==> src/rtl/dm_cache_if.sv <==
// -----------------------------------------------------------------------------
// dm_cache_if
//   Bus bundle between the cache, the CPU memory port and physical memory.
//
//   CPU side      : mem_read, mem_write, mem_byte_enable, mem_address,
//                   mem_wdata -> cache ; mem_rdata, mem_resp <- cache
//   Physical side : pmem_read, pmem_write, pmem_address, pmem_wdata <- cache ;
//                   pmem_rdata, pmem_resp -> cache
//
//   modport slave  : the cache's view
//   modport master : the environment's view (CPU plus physical memory)
// -----------------------------------------------------------------------------
interface dm_cache_if;
  logic         mem_read;
  logic         mem_write;
  logic [3:0]   mem_byte_enable;
  logic [31:0]  mem_address;
  logic [31:0]  mem_wdata;
  logic [31:0]  mem_rdata;
  logic         mem_resp;

  logic         pmem_read;
  logic         pmem_write;
  logic [31:0]  pmem_address;
  logic [255:0] pmem_wdata;
  logic [255:0] pmem_rdata;
  logic         pmem_resp;

  modport slave (
    input  mem_read, mem_write, mem_byte_enable, mem_address, mem_wdata,
    output mem_rdata, mem_resp,
    output pmem_read, pmem_write, pmem_address, pmem_wdata,
    input  pmem_rdata, pmem_resp
  );

  modport master (
    output mem_read, mem_write, mem_byte_enable, mem_address, mem_wdata,
    input  mem_rdata, mem_resp,
    input  pmem_read, pmem_write, pmem_address, pmem_wdata,
    output pmem_rdata, pmem_resp
  );
endinterface

==> src/rtl/dm_cache.sv <==
// -----------------------------------------------------------------------------
// dm_cache
//   Direct-mapped, write-back, write-allocate cache between a CPU word port
//   and a 256-bit line-wide physical memory. Tags, valid, dirty and data are
//   flop arrays read combinationally.
//
//   Ports
//     clk        : clock, all state updates on the rising edge
//     rst        : asynchronous active-high reset
//     bus        : dm_cache_if.slave (CPU request/response + line fill/writeback)
//     hit_count  : 32-bit hit counter   (only with DM_CACHE_STATS_EN)
//     miss_count : 32-bit miss counter  (only with DM_CACHE_STATS_EN)
//
//   Parameter
//     SETS_LOG2  : log2 of the number of sets
//                  tag = addr[31:5+SETS_LOG2], index = addr[4+SETS_LOG2:5],
//                  word = addr[4:2]
//
//   Build option
//     DM_CACHE_STATS_EN : adds the hit/miss counters and their ports.
// -----------------------------------------------------------------------------
module dm_cache #(
  parameter int SETS_LOG2 = 3
) (
  input  logic        clk,
  input  logic        rst,
  dm_cache_if.slave   bus
`ifdef DM_CACHE_STATS_EN
  ,
  output logic [31:0] hit_count,
  output logic [31:0] miss_count
`endif
);

  localparam int SETS  = 1 << SETS_LOG2;
  localparam int TAG_W = 27 - SETS_LOG2;

  typedef enum logic [1:0] {
    IDLE,
    RESP,
    WB,
    FILL
  } state_e;

  state_e state_q, state_d;

  logic [TAG_W-1:0] tag_q  [SETS];
  logic [255:0]     data_q [SETS];
  logic [SETS-1:0]  valid_q, valid_d;
  logic [SETS-1:0]  dirty_q, dirty_d;

  // Address decode
  logic [TAG_W-1:0]     req_tag;
  logic [SETS_LOG2-1:0] index;
  logic [2:0]           word;
  logic [1:0]           unused_byte_offset;

  assign req_tag            = bus.mem_address[31 -: TAG_W];
  assign index              = bus.mem_address[5 +: SETS_LOG2];
  assign word               = bus.mem_address[4:2];
  assign unused_byte_offset = bus.mem_address[1:0];

  logic         req;
  logic         is_write;
  logic         hit;
  logic [255:0] cur_line;

  assign req      = bus.mem_read | bus.mem_write;
  assign is_write = bus.mem_write;  // read+write together behaves as a write
  assign cur_line = data_q[index];
  assign hit      = valid_q[index] && (tag_q[index] == req_tag);

  assign bus.mem_rdata  = cur_line[{word, 5'd0} +: 32];
  assign bus.pmem_wdata = cur_line;

  // Byte-lane merge of the CPU write into the addressed word
  logic [31:0]  merged_word;
  logic [255:0] merged_line;

  always_comb begin
    merged_word = cur_line[{word, 5'd0} +: 32];
    for (int b = 0; b < 4; b++) begin
      if (bus.mem_byte_enable[b]) merged_word[8*b +: 8] = bus.mem_wdata[8*b +: 8];
    end
    merged_line                     = cur_line;
    merged_line[{word, 5'd0} +: 32] = merged_word;
  end

  // Next-state and output decode
  logic         data_we;
  logic         tag_we;
  logic [255:0] data_line_d;

  always_comb begin
    // NOTE: every signal gets a default before the case so no path leaves one unassigned (no latches).
    state_d          = state_q;
    valid_d          = valid_q;
    dirty_d          = dirty_q;
    data_we          = 1'b0;
    tag_we           = 1'b0;
    data_line_d      = cur_line;
    bus.mem_resp     = 1'b0;
    bus.pmem_read    = 1'b0;
    bus.pmem_write   = 1'b0;
    bus.pmem_address = '0;

    unique case (state_q)
      IDLE: begin
        if (req) begin
          if (hit)                                  state_d = RESP;
          else if (valid_q[index] && dirty_q[index]) state_d = WB;
          else                                      state_d = FILL;
        end
      end

      RESP: begin
        bus.mem_resp = 1'b1;
        state_d      = IDLE;
        if (is_write) begin
          data_we     = 1'b1;
          data_line_d = merged_line;
          // An all-zero byte mask leaves the line bit-identical, so stays clean
          if (|bus.mem_byte_enable) dirty_d[index] = 1'b1;
        end
      end

      WB: begin
        bus.pmem_write   = 1'b1;
        bus.pmem_address = {tag_q[index], index, 5'b0};
        if (bus.pmem_resp) state_d = FILL;
      end

      FILL: begin
        bus.pmem_read    = 1'b1;
        bus.pmem_address = {req_tag, index, 5'b0};
        if (bus.pmem_resp) begin
          data_we        = 1'b1;
          data_line_d    = bus.pmem_rdata;
          tag_we         = 1'b1;
          valid_d[index] = 1'b1;
          dirty_d[index] = 1'b0;
          state_d        = IDLE;
        end
      end

      default: state_d = IDLE;
    endcase
  end

  // State, valid and dirty registers; the async reset drops the pmem strobes
  // at once because they decode straight from state_q.
  always_ff @(posedge clk or posedge rst) begin
    if (rst) begin
      state_q <= IDLE;
      valid_q <= '0;
      dirty_q <= '0;
    end else begin
      // NOTE: sequential state uses non-blocking assignments so every flop samples pre-edge values.
      state_q <= state_d;
      valid_q <= valid_d;
      dirty_q <= dirty_d;
    end
  end

  // NOTE: tag and data arrays carry no reset; valid_q alone decides whether an entry means anything.
  always_ff @(posedge clk) begin
    if (data_we) data_q[index] <= data_line_d;
    if (tag_we)  tag_q[index]  <= req_tag;
  end

`ifdef DM_CACHE_STATS_EN
  logic [31:0] hit_count_q, hit_count_d;
  logic [31:0] miss_count_q, miss_count_d;
  logic        miss_pending_q, miss_pending_d;

  // A request that needed a fill re-enters IDLE and then hits; miss_pending
  // keeps that second pass from also being counted as a hit.
  always_comb begin
    hit_count_d    = hit_count_q;
    miss_count_d   = miss_count_q;
    miss_pending_d = miss_pending_q;
    if (state_q == IDLE && (state_d == WB || state_d == FILL)) begin
      miss_count_d   = miss_count_q + 32'd1;
      miss_pending_d = 1'b1;
    end
    if (state_q == IDLE && state_d == RESP && !miss_pending_q) begin
      hit_count_d = hit_count_q + 32'd1;
    end
    if (state_q == RESP) miss_pending_d = 1'b0;
  end

  always_ff @(posedge clk or posedge rst) begin
    if (rst) begin
      hit_count_q    <= '0;
      miss_count_q   <= '0;
      miss_pending_q <= 1'b0;
    end else begin
      hit_count_q    <= hit_count_d;
      miss_count_q   <= miss_count_d;
      miss_pending_q <= miss_pending_d;
    end
  end

  assign hit_count  = hit_count_q;
  assign miss_count = miss_count_q;
`endif

endmodule

==> src/flat_wrapper.sv <==
// flat-port wrapper written by rule: the top's interface ports become plain ports
module dm_cache_flat 
#(
  parameter int SETS_LOG2 = 3
)
  (clk, rst, bus_mem_read, bus_mem_write, bus_mem_byte_enable, bus_mem_address, bus_mem_wdata, bus_mem_rdata, bus_mem_resp, bus_pmem_read, bus_pmem_write, bus_pmem_address, bus_pmem_wdata, bus_pmem_rdata, bus_pmem_resp);
  dm_cache_if bus_i ();
  input  logic clk;
  input  logic rst;
  input wire logic [$bits(bus_i.mem_read)-1:0] bus_mem_read;
  input wire logic [$bits(bus_i.mem_write)-1:0] bus_mem_write;
  input wire logic [$bits(bus_i.mem_byte_enable)-1:0] bus_mem_byte_enable;
  input wire logic [$bits(bus_i.mem_address)-1:0] bus_mem_address;
  input wire logic [$bits(bus_i.mem_wdata)-1:0] bus_mem_wdata;
  output wire logic [$bits(bus_i.mem_rdata)-1:0] bus_mem_rdata;
  output wire logic [$bits(bus_i.mem_resp)-1:0] bus_mem_resp;
  output wire logic [$bits(bus_i.pmem_read)-1:0] bus_pmem_read;
  output wire logic [$bits(bus_i.pmem_write)-1:0] bus_pmem_write;
  output wire logic [$bits(bus_i.pmem_address)-1:0] bus_pmem_address;
  output wire logic [$bits(bus_i.pmem_wdata)-1:0] bus_pmem_wdata;
  input wire logic [$bits(bus_i.pmem_rdata)-1:0] bus_pmem_rdata;
  input wire logic [$bits(bus_i.pmem_resp)-1:0] bus_pmem_resp;
  assign bus_i.mem_read = bus_mem_read;
  assign bus_i.mem_write = bus_mem_write;
  assign bus_i.mem_byte_enable = bus_mem_byte_enable;
  assign bus_i.mem_address = bus_mem_address;
  assign bus_i.mem_wdata = bus_mem_wdata;
  assign bus_mem_rdata = bus_i.mem_rdata;
  assign bus_mem_resp = bus_i.mem_resp;
  assign bus_pmem_read = bus_i.pmem_read;
  assign bus_pmem_write = bus_i.pmem_write;
  assign bus_pmem_address = bus_i.pmem_address;
  assign bus_pmem_wdata = bus_i.pmem_wdata;
  assign bus_i.pmem_rdata = bus_pmem_rdata;
  assign bus_i.pmem_resp = bus_pmem_resp;
  dm_cache #(.SETS_LOG2(SETS_LOG2)) u_core (.clk(clk), .rst(rst), .bus(bus_i));
endmodule
==> config.mk <==
export PLATFORM = sky130hd
export DESIGN_NAME = dm_cache_flat
export DESIGN_NICKNAME = d
export VERILOG_FILES = /design/src/rtl/dm_cache_if.sv /design/src/rtl/dm_cache.sv /design/src/flat_wrapper.sv
export SDC_FILE = /design/constraint.sdc
export NUM_CORES = 2
export LEC_CHECK = 0
export ABC_AREA = 1
export CORE_MARGIN = 2
export CORE_UTILIZATION = 30
export CTS_CLUSTER_SIZE = 14
export DETAILED_ROUTE_END_ITERATION = 10
export GPL_ROUTABILITY_DRIVEN = 0
export MAX_ROUTING_LAYER = met4
export PLACE_DENSITY = 0.45
export SKIP_LAST_GASP = 1
export SLEW_MARGIN = 15
export SYNTH_ARGS = -nofsm -noshare
export SYNTH_HDL_FRONTEND = slang
export SYNTH_SLANG_ARGS = --single-unit
==> constraint.sdc <==
create_clock -name clk -period 14.4 [get_ports clk]
set_input_delay 4.32 -clock clk [delete_from_list [all_inputs] [get_ports clk]]
set_output_delay 4.32 -clock clk [all_outputs]
set_load 0.05 [all_outputs]
# == Word level (Yosys, flattened, before mapping) ==
# Memory sizes are Yosys's and may differ from the RTL's.
# Cells that the tools add are included.
# totals
ram_bits,2240
input_bits,329
ff_bits,18
word_cells,70
output_inout_bits,323
n_memories,2
# memory_table
name,words,width,read_ports,rd_ports_with_merged_regs,write_ports,line_no,text
u_core.data_q,8,256,1,0,1,dm_cache.sv:48,logic [255:0] data_q [SETS];
u_core.tag_q,8,24,1,0,1,dm_cache.sv:47,logic [TAG_W-1:0] tag_q [SETS];
# op_classes
eq_ne,9
bitwise_logic,5
magnitude_cmp,2
mux,36
reduce_logical,9
add_sub_neg,1
shift,3
# ops
cell,count
256-bit 2-to-1 mux,2
256-bit one-hot mux with 2 select lines,1
256-bit bitwise mux,1
32-bit by 10-bit variable shift with 256-bit output (first input constant),1
256-bit by 9-bit indexed part select with 32-bit output,1
32-bit by 10-bit indexed part select with 256-bit output,1
32-bit one-hot mux with 2 select lines,1
8-bit 2-to-1 mux,7
24-bit == test,1
8-bit OR,2
8-bit one-hot mux with 2 select lines,1
1-bit 2-to-1 mux,14
8-bit negation with 10-bit output,1
8-bit bitwise AND,1
2-bit 2-to-1 mux,4
8-bit NOT,1
2-bit one-hot mux with 4 select lines,1
1-bit binary-select mux with 3-bit select,2
2-bit inequality test (second input constant),3
2-bit == test (second input constant),2
3-bit by 4-bit < comparator with 1-bit output (second input constant),1
2-bit by 1-bit inequality test with 1-bit output (second input constant),2
4-bit AND reduction,1
4-bit OR reduction,1
10 further kinds,12

# == Longest topological paths before layout ==
# depth
depth_word,8
ltp_mapped,22
mapped_depth_nobuf,17

# == Least setup slack after synthesis ==
# No wires, ideal clock.
# synth_path
path_kind,input to register
start,input bus_mem_address[5]
end,"memory u_core.data_q[2][0], enable pin"
cell_stages,7
setup_time_ns,0.879
path_slack_ns,-2.475
required_ns,13.521
t_arrival_ns,15.996
n_path_buf,4
cell_sequence,buf_4 buf_4 buf_2 nor2_1 clkbuf_1 inv_1 nor2_1
# synth_lines
element,line_no,text
"start, declared",flat_wrapper.sv:13,input wire logic [$bits(bus_i.mem_address)-1:0] bus_mem_address;
"end, declared",dm_cache.sv:48,
# No word-level cell before the write port.

# == Final worst setup path ==
# layout_path
start,input bus_mem_address[7]
end,output bus_mem_rdata[5]
# layout_between
elab_chain_cells,2
# layout_rtl
element,line_no,text
memory read 8 x 256 bit,--,
256-bit by 9-bit indexed part select with 32-bit output,dm_cache.sv:73,"assign bus.mem_rdata = cur_line[{word, 5'd0} +: 32];"
"end, declared",flat_wrapper.sv:15,output wire logic [$bits(bus_i.mem_rdata)-1:0] bus_mem_rdata;
# Every way passes these cells.

==> impl_metrics.csv <==
group,metric,value,unit
cts,insertion_delay,920,ps
global_routing,antenna_found_initial,47,
floorplanning,die_x,591,um
setup_path,reg2reg_slack,8010,ps
route,wire_per_inst,29.1,um
sta,post-route-period-util,89.1,%
yosys,synth_cells,10300,
power_and_ir_drop,p_sw_share,33.5,%
cts,cts_resized,0,
route,via_count,81400,
worst_hold_path,hold_end,"u_core.valid_q[5]",
power_and_ir_drop,ir_worst_vdd,0.0982,mV
yosys,yosysMostFrequentCell,"nand2_1",
floorplanning,start_util,30.1,%
yosys,synthArstFlopShare,0.797,%
yosys,synth_ff_type,"edfxtp_1",
yosys,synth_edf_count,2240,
power_and_ir_drop,p_int,13.6,mW
cts,clk_pin_slew,50,ps
setup_path,critPathLaunch,"bus_mem_address[7]",
final_layout,fin_area,124000,um^2
yosys,synth_top_area_share,65.1,%
cts,holdBufCountCts,0,
yosys,ys_warn_count,0,
setup_path,worstPathArrival,8510,ps
power_and_ir_drop,power_per_cell_area,165,nW/um^2
worst_hold_path,min_path_type,"reg -> reg",
job,drv_cap,0,
setup_path,rr_endpoint,"u_core.data_q[3][47]",
final_layout,fin_util,36.1,%
power_and_ir_drop,power_leakage,45.9,nW
power_and_ir_drop,p_seq_share,42.9,%
sta,rsz0062_at_grt,"no",
placement,port_buffers,644,
yosys,ys_ff_latch,2258,
route,first_pass_iters,7,
final_layout,area_delta_synth_final,19.8,%
setup_path,worstReg2RegStart,"u_core.state_q[0]",
worst_hold_path,hold_start,"u_core.valid_q[5]",
sta,slew_headroom,10.5,%
floorplanning,rows,215,
sta,setup_viol,0,
cts,cts_buffers,270,
cts,cts-htree-levels,5,
placement,place_area,115000,um^2
yosys,yosys-top-cells-area,"edfxtp_1, nand2_1, nor2_1",
yosys,syn_area,103000,um^2
route,route.detailed.drc,0,
floorplanning,design.portCount,652,
sta,fmax,77.9,MHz
route,routed_wirelength,456000,um
sta,worstMarginPinSlew,1340,ps
setup_path,reg2reg_depth,11,
yosys,avgSynthCellArea,9.98,um^2
yosys,yosysUniqueCellTypes,36,
cts,cts_tree,"yes",
cts,cts-root-buf,"clkbuf_16",
power_and_ir_drop,p_clk_share,32.5,%
worst_hold_path,whs_path_depth,1,
power_and_ir_drop,p_comb_share,24.6,%
setup_path,crit_type,"in -> out",
setup_path,end_kind,"output pin",
global_routing,grt_pass1_vias,74900,
yosys,synth_commonest_cells,"nand2_1, edfxtp_1, nor2_1",
sta,slew_viol_final,0,
global_routing,gr-total-overflow,0,
sta,finalClockSkew,72.1,ps
placement,hpwl,288000,um
cts,clockBufferDepth,4,
yosys,yosysSeqAreaShare,65.6,%
route,ant_nets,0,
status,status,"completed",
route,vias_per_cell,5.19,
route,first_iter_violations,9656,
final_layout,drive_gt1_share,8.18,%
power_and_ir_drop,p_switching,6.86,mW
power_and_ir_drop,power,20.5,mW
sta,finalHoldViolations,0,
yosys,synth.largest_area_cell,"edfxtp_1",
cts,cts.sinks,2258,
setup_path,path_max_fanout,29,
setup_path,crit_required,10080,ps
floorplanning,die_area,349000,um^2
cts,cts_setup_buffers,0,
floorplanning,coreArea,343000,um^2
global_routing,grt_max_degree,174,
global_routing,grt_pass1_wl,616000,um
sta,period_minus_slack,12830,ps
global_routing,grt_use_total,26.0,%
floorplanning,die_h,591,um
final_layout,final_net_count,11200,
setup_path,worstSetupStartpointType,"input pin",
==> sequential cells by signal, indices dropped and copies added (netlist names), named ones only <==
register and cells:
u_core.state_q 2, u_core.data_q 2048, u_core.tag_q 192, u_core.valid_q 8
==> worst max path at each step <==
stage,to,slack [ps],depth (start not counted)
6_report,bus_mem_rdata[5],1570,14
4_1_cts,bus_mem_rdata[5],1700,14
2_1_floorplan,u_core.data_q[1][0],-2420,8
3_3_place_gp,bus_mem_rdata[5],1710,14
3_5_place_dp,bus_mem_rdata[5],1720,14
5_1_grt,bus_mem_rdata[16],1620,12
==> power groups by stage <==
stage / logic [mW] / clock network, mW / registers [mW]
6_report: 5.03 / 6.65 / 8.78
5_1_grt: 5.29 / 7.00 / 8.81
4_1_cts: 4.96 / 6.76 / 8.78
3_5_place_dp: 4.95 / 0 / 8.91
3_3_place_gp: 4.86 / 0 / 8.90
2_1_floorplan: 2.74 / 0 / 8.92
==> critical path: stages <==
cell	delay, ps
buf_4	430
clkinv_2	270
buf_4	340
nand2_4	460
buf_4	290
nor2_1	60
o21ai_0	70
nand2_1	80
nor2_1	340
nor2_1	70
nor2_1	730
nand2_1	270
and2_1	380
buf_4	250
==> cell usage in the layout (no fill, tap or decap), drive strengths merged, types with 7 or more instances in the layout <==
master,count
nand2,2824
edfxtp,2240
nor2,1622
o21ai,811
clkdlybuf4s50,614
nand3,569
inv,566
a21oi,528
clkbuf,336
buf,274
o211ai,168
or2,148
a211oi,130
clkinv,98
a221oi,65
and2,32
bufinv,19
dfrtp,18
diode,17
nor3,7
==> layout make-up <==
cell class | instances | area, um^2
well taps | 4557 | 5700
diodes | 17 | 42.5
repair buffers | 888 | 8770
inverters | 557 | 2120
clock inverters | 131 | 1190
flip-flops and latches | 2258 | 67700
multi-input cells | 6926 | 30900
clock buffers | 336 | 7200
fillers | 34100 | 219000
==> per-layer routing <==
metal | wire, um | up-vias | global-route usage, %
li1 | - | 36400 | -
met5 | 0 | - | -
met1 | 186000 | 40300 | 33.1
met3 | 37100 | 824 | 4.78
met2 | 202000 | 3865 | 38.8
met4 | 30000 | 0 | 14.7
==> per-stage QoR <==
stage	setup slack [ps]	TNS, ps	hold WS [ps]	cells
6_report	1570	0	468	15700
3_3_place_gp	1710	0	446	15200
5_1_grt	1620	0	487	15700
4_1_cts	1700	0	465	15700
3_5_place_dp	1720	0	449	15200
2_1_floorplan	-2420	-1241020	424	10300
==> cells by family after synthesis <==
family,Yosys count,synth area share (%)
and+or+nand+nor,5208,20.4
DFF,2258,65.6
AOI/OAI and AO/OA,1711,9.34
buffers and inverters,1164,4.70
adders and majority gates,2,0.0242
other,1,0.00363
Note: power is estimated with default switching activity, not from simulation.
